File: src/rtl/vga_timing_gen.sv
// vga_timing_gen: raster timing generator producing sync, data-enable, position and frame pulses.
// Ports:
//   clk, rst        clock and asynchronous active-high reset
//   ce              pixel enable; one pixel advance per clk with ce=1
//   hsync, vsync    sync outputs at H_POL / V_POL polarity during the sync regions
//   de              high for visible pixels only
//   x, y            raw horizontal / vertical count of the pixel being presented
//   line_start      one-clk pulse at pixel 0 of every line
//   frame_start     one-clk pulse at pixel 0 of line 0
//   vblank          high on lines outside the visible area
//   frame_count     frames completed since reset, modulo 256
module vga_timing_gen #(
    parameter int CW       = 11,
    parameter int H_ACTIVE = 640,
    parameter int H_FP     = 16,
    parameter int H_SYNC   = 96,
    parameter int H_BP     = 48,
    parameter int V_ACTIVE = 480,
    parameter int V_FP     = 10,
    parameter int V_SYNC   = 2,
    parameter int V_BP     = 33,
    parameter bit H_POL    = 1'b0,
    parameter bit V_POL    = 1'b0
) (
    input  logic          clk,
    input  logic          rst,
    input  logic          ce,
    output logic          hsync,
    output logic          vsync,
    output logic          de,
    output logic [CW-1:0] x,
    output logic [CW-1:0] y,
    output logic          line_start,
    output logic          frame_start,
    output logic          vblank,
    output logic [7:0]    frame_count
);
    localparam int H_TOTAL = H_ACTIVE + H_FP + H_SYNC + H_BP;
    localparam int V_TOTAL = V_ACTIVE + V_FP + V_SYNC + V_BP;
    if (CW < 1 || H_ACTIVE <= 0 || H_FP <= 0 || H_SYNC <= 0 || H_BP <= 0 ||
        V_ACTIVE <= 0 || V_FP <= 0 || V_SYNC <= 0 || V_BP <= 0 ||
        longint'(H_TOTAL - 1) > (longint'(1) << CW) - 1 ||
        longint'(V_TOTAL - 1) > (longint'(1) << CW) - 1) begin : g_bad_params
        $error("vga_timing_gen: invalid timing parameters");
    end
    // Region boundaries; the sync end is exclusive and always fits since the back porch is non-empty.
    localparam logic [CW-1:0] H_LAST = CW'(H_TOTAL - 1);
    localparam logic [CW-1:0] V_LAST = CW'(V_TOTAL - 1);
    localparam logic [CW-1:0] H_ACT  = CW'(H_ACTIVE);
    localparam logic [CW-1:0] V_ACT  = CW'(V_ACTIVE);
    localparam logic [CW-1:0] H_SS   = CW'(H_ACTIVE + H_FP);
    localparam logic [CW-1:0] H_SE   = CW'(H_ACTIVE + H_FP + H_SYNC);
    localparam logic [CW-1:0] V_SS   = CW'(V_ACTIVE + V_FP);
    localparam logic [CW-1:0] V_SE   = CW'(V_ACTIVE + V_FP + V_SYNC);
    logic [CW-1:0] hc, vc;
    logic          h_wrap, v_wrap;
    assign h_wrap = hc == H_LAST;
    assign v_wrap = vc == V_LAST;
    // Outputs decode the pre-increment counters, so they lag the counters by one enabled clk.
    always_ff @(posedge clk or posedge rst) begin
        if (rst) begin
            hc          <= '0;
            vc          <= '0;
            x           <= '0;
            y           <= '0;
            de          <= 1'b0;
            hsync       <= ~H_POL;
            vsync       <= ~V_POL;
            vblank      <= 1'b0;
            line_start  <= 1'b0;
            frame_start <= 1'b0;
            frame_count <= 8'd0;
        end else begin
            line_start  <= ce && hc == '0;
            frame_start <= ce && hc == '0 && vc == '0;
            if (ce) begin
                hc     <= h_wrap ? '0 : hc + CW'(1);
                if (h_wrap)
                    vc <= v_wrap ? '0 : vc + CW'(1);
                x      <= hc;
                y      <= vc;
                de     <= hc < H_ACT && vc < V_ACT;
                hsync  <= (hc >= H_SS && hc < H_SE) ? H_POL : ~H_POL;
                vsync  <= (vc >= V_SS && vc < V_SE) ? V_POL : ~V_POL;
                vblank <= vc >= V_ACT;
                if (h_wrap && v_wrap)
                    frame_count <= frame_count + 8'd1;
            end
        end
    end
endmodule

File: config.mk
export PLATFORM = sky130hd
export DESIGN_NAME = vga_timing_gen
export DESIGN_NICKNAME = d
export VERILOG_FILES = /design/src/rtl/vga_timing_gen.sv
export SDC_FILE = /design/constraint.sdc
export NUM_CORES = 1
export LEC_CHECK = 0
export CAP_MARGIN = 25
export CELL_PAD_IN_SITES_DETAIL_PLACEMENT = 1
export CELL_PAD_IN_SITES_GLOBAL_PLACEMENT = 2
export CORE_ASPECT_RATIO = 0.75
export CORE_MARGIN = 5
export CORE_UTILIZATION = 36
export CTS_CLUSTER_SIZE = 40
export DETAILED_ROUTE_END_ITERATION = 16
export PLACE_DENSITY = 0.76
export SLEW_MARGIN = 30
export SYNTH_ARGS = -nofsm -noshare
export SYNTH_HDL_FRONTEND = slang
export SYNTH_SLANG_ARGS = --single-unit
File: constraint.sdc
create_clock -name clk -period 2.6 [get_ports clk]
set_clock_uncertainty 0.1 [all_clocks]
set_input_delay 0.52 -clock clk [delete_from_list [all_inputs] [get_ports clk]]
set_output_delay 0.52 -clock clk [all_outputs]
set_load 0.005 [all_outputs]
# Word level (Yosys, flattened, before mapping)
# Cells that the tools add are included.
dict set report totals {
  regBits 58
  latchBits 0
  ramBits 0
  romBits 0
  in_bits 3
  elab_cells 37
  memories 0
}
dict set report classes {
  add_sub_neg 3
  mul 0
  n_div 0
  n_lt_le_gt_ge 7
  eq_ne 2
  shift 0
  n_mux 4
  bitwise_logic 0
  n_reduce_logical 10
}
# cell n
set op_table {}
lappend op_table {{$add A11 B1 Y11 const B} 2}
lappend op_table {{$eq A11 B10 Y1 const B} 2}
lappend op_table {{$ge A11 B9 Y1 const B} 2}
lappend op_table {{$logic_not A11 Y1} 2}
lappend op_table {{$lt A11 B10 Y1 const B} 2}
lappend op_table {{$lt A11 B9 Y1 const B} 2}
lappend op_table {{$mux W11} 2}
lappend op_table {{$ge A11 B10 Y1 const B} 1}
lappend op_table {{$add A8 B1 Y8 const B} 1}
lappend op_table {{$logic_and A1 B1 Y1} 6}
lappend op_table {{$reduce_and A2 Y1} 2}
lappend op_table {{$mux W1} 2}

# Logic depth before layout (Yosys ltp)
# Gate-level depths: netlist of run 1.
dict set report logic_depth {
  word_depth 3
  mapped_depth 6
}

# Worst setup path before layout of run 1
# OpenSTA, ideal clock, no wires.
dict set report synth_timing {
  path_kind {input to register}
  startpoint {in ce}
  endpoint {reg frame_count[5]}
  arrival_time_ns 2.038
  path_slack_ns 0.383
  stages 6
  n_path_buf 2
  path_cell_list {clkbuf_1 > nand4_2 > or4_4 > buf_6 > nor4_4 > xor2_1}
}
dict set report synth_via {
  elab_chain_len 1
}
# element line_no
set synth_lines {}
lappend synth_lines {{start, declared} 27} ;# input logic ce,
lappend synth_lines {{$reduce_and A2 Y1 (no source line)} -}
lappend synth_lines {{end signal, assigned} 87} ;# frame_count <= frame_count + 8'd1;
lappend synth_lines {{end, declared} 36} ;# output logic [7:0] frame_count
# No other way between the ends.
# A chain may end at the register's enable or synchronous reset.

# Worst setup path in the final report of run 1
dict set report layout_timing {
  startpoint {reg hc[5]}
  endpoint {reg frame_count[7]}
}
dict set report layout_via {
  elab_chain_len 3
}
# element line_no
set layout_lines {}
lappend layout_lines {{start, declared} 55} ;# logic [CW-1:0] hc, vc;
lappend layout_lines {{start signal, assigned} 77} ;# hc <= h_wrap ? '0 : hc + CW'(1);
lappend layout_lines {{$eq A11 B10 Y1} 57} ;# assign h_wrap = hc == H_LAST;
lappend layout_lines {{$logic_and A1 B1 Y1} 86} ;# if (h_wrap && v_wrap)
lappend layout_lines {{$reduce_and A2 Y1 (no source line)} -}
# No other way between the ends.

==> results of run 1 <==
synthesized netlist by cell type, types with 2 or more instances:
cell,number
nor3_1,7
o21ai_0,8
and4_1,3
nor2_1,12
nor4_4,2
dfstp_2,2
a31oi_1,2
inv_1,9
nand4_1,7
nor4b_1,3
ha_1,6
nand2_1,9
clkbuf_1,6
a21oi_1,4
o21ai_1,2
dfrtp_1,56
and3_1,6
nor3b_1,3
or3_1,4
xor2_1,11
xnor2_1,9
buf_2,2
nand3_1,12
mux2_2,23
area by class of cell:
type                    count  area (sq um)  area share
multi-input cells         146          1110       0.330
inverters                   9          33.8      0.0100
well taps                 101           126      0.0374
clock inverters             5          52.6      0.0156
flip-flops and latches     58          1450       0.431
repair buffers             45           445       0.132
clock buffers              11           151      0.0448
sequential cells by signal (all words and copies together), names as in the netlist:
register and cells:
vc 11, y 11, vsync 1, x 11
hc 11, vblank 1, hsync 1, de 1
frame_start 1, frame_count 8, line_start 1
power by group:
part	leakage, nW	total, mW	internal, mW	switching (mW)
clock	0.105	0.846	0.489	0.356
combinational	0.715	0.289	0.172	0.118
sequential	0.746	1.08	0.982	0.102
total	1.57	2.22	1.64	0.577
kinds of logic (layout without fill, tap and decap cells):
group | after synthesis | count (layout) | share of synthesized area
adders and majority gates | 6 | 6 | 0.0284
DFF | 58 | 58 | 0.550
buffers and inverters | 18 | 70 | 0.0293
AOI/OAI and AO/OA | 20 | 20 | 0.0431
and+or+nand+nor | 76 | 76 | 0.182
xor gates and xnor gates | 20 | 20 | 0.0662
muxes | 24 | 24 | 0.102
how the worst max path moves through the flow:
stage          startpoint             end  depth (start not counted)
2_1_floorplan          ce  frame_count[5]                          6
3_3_place_gp           ce           hc[9]                          6
3_5_place_dp           ce           hc[9]                          6
4_1_cts             hc[5]  frame_count[7]                          4
5_1_grt             hc[5]  frame_count[7]                          4
6_report            hc[5]  frame_count[7]                          4
stage by stage:
step,utilization,hold WS (ps),instances,worst slack [ps],instance area [sq um]
after CTS,0.465,381,375,337,3380
after detailed placement,0.437,369,359,106,3170
after floorplan,-,365,222,383,2650
after global routing,0.465,395,375,258,3380
final,0.465,380,375,344,3380
after global placement,0.437,361,359,156,3170
metal layers:
metal | wire [microns] | vias up
li1 | - | 886
met1 | 3080 | 936
met2 | 2600 | 33
met3 | 236 | 7
met4 | 83 | 0
met5 | 0 | -
critical path, stage by stage, from the launching register on:
cell and delay, ps:
dfrtp_1 460, or4b_4 600, or4_4 550, nor4_4 300
xor2_1 160
==> results.yml, run 1 <==
finish:
  diodes: 0
  final_common_cell: "dfrtp_1"
  drive_gt1_frac: 0.201
  syn_to_final_growth_pct: 27.7
  final_cell_mix: "dfrtp_1 (56), clkdlybuf4s50_1 (38), mux2_2 (23), nor2_1 (12), nand3_1 (12)"
  n_fill_cell: 775
  final_nets: 278
setup_path:
  reg2regPathDepth: 4
  criticalPathCategory: "reg2reg"
  crit_fanout: 11
  r2r-start: "hc[5]"
  cp-start-kind: "flip-flop"
  r2r-end: "frame_count[7]"
  cp.arrival_ps: 2410
  required_ps: 2760
  worst-r2r-setup-slack_ps: 340
  end_kind: "flip-flop"
clock_tree:
  cts_max_level: 3
  clkLatencyLatePin_ps: 330
  clock_sinks: 58
  cts_tree: "built"
  path_clk_slew_ps: 60
  cts_buffers: 9
  clock_path_buffers: 2
  clockRootBuffer: "clkbuf_8"
  postCtsHoldBufs: 0
  cts_resized: 0
  postCtsSetupRepairBufs: 0
routing:
  drcViolationCount: 0
  ant_nets: 0
  drtIter0Drc: 45
  routed_wl_microns: 6000
  vias: 1862
  first_pass_iters: 4
  avgViaCountPerCell: 4.97
  wl_per_cell_microns: 16.0
yosys:
  async_flop_share: 1.00
  synth_cell_type_count: 38
  synth_warnings: 0
  synth_area_sq_um: 2650
  ys.flop_type: "dfrtp_1"
  ys_ff_latch: 58
  synthCells: 222
  synth_edf_count: 0
  synth.net_count: 231
  synth_area_leaders: "dfrtp_1 (53%), mux2_2 (9.8%), xor2_1 (3.6%), xnor2_1 (3.0%), ha_1 (2.8%)"
  yosysSeqAreaShare: 0.550
  yosysTopAreaCellShare: 0.530
  yosysTopAreaCell: "dfrtp_1"
  syn_area_per_cell_sq_um: 11.9
timing:
  setup_viol: 0
  fmax_mhz: 443
  rsz0062_at_grt: "no"
  period_minus_slack_ps: 2260
  maxSlewHeadroom: 0.710
  hold_viol_final: 0
  fin_tns_setup_ps: 0
  min_period_over_period: 0.868
  worst_slew_pin_slew_ps: 430
  drv_slew: 0
die:
  pin_count: 39
  fp.dieW_microns: 109
  initial_core_util: 0.364
  die-height_microns: 84.2
  dieArea_sq_um: 9180
  rows: 27
  coreArea_sq_um: 7260
grt:
  grt_max_degree: 40
  busiest_layer: "met1"
  overflow: 0
  antenna_found_initial: 0
  global_route.usage.met2: 0.192
  grtUsageMet3: 0.0407
  grt_pass1_wl_microns: 10200
  grt.total_usage: 0.143
  grt_pass1_vias: 1928
  use_met1: 0.215
place:
  io_buffers: 38
  dpl.hpwl_microns: 4320
  gp_congestion: 0.741
job:
  maxCapViolations: 0
min_path:
  holdPathEnd: "frame_count[7]"
  hold_path_class: "reg2reg"
  hp-start: "frame_count[7]"
  whs_path_depth: 1
pwr:
  leakagePower_nw: 1.57
  total_power_mw: 2.22
  vdd_drop_max_mv: 0.303
  power_density_nw_per_um2: 657
outcome:
  status: "finished clean"
No activity file was read; power rests on OpenSTA's default activity.
==> run 2, diff against run 1 <==
--- a/config.mk
+++ b/config.mk
@@ -5,7 +5,7 @@
 export SDC_FILE = /design/constraint.sdc
 export NUM_CORES = 1
 export LEC_CHECK = 0
-export CAP_MARGIN = 25
+export CAP_MARGIN = 20
 export CELL_PAD_IN_SITES_DETAIL_PLACEMENT = 1
 export CELL_PAD_IN_SITES_GLOBAL_PLACEMENT = 2
 export CORE_ASPECT_RATIO = 0.75
==> results of run 2 <==
The final DEF is identical to that of run 1; final timing and power are the same.
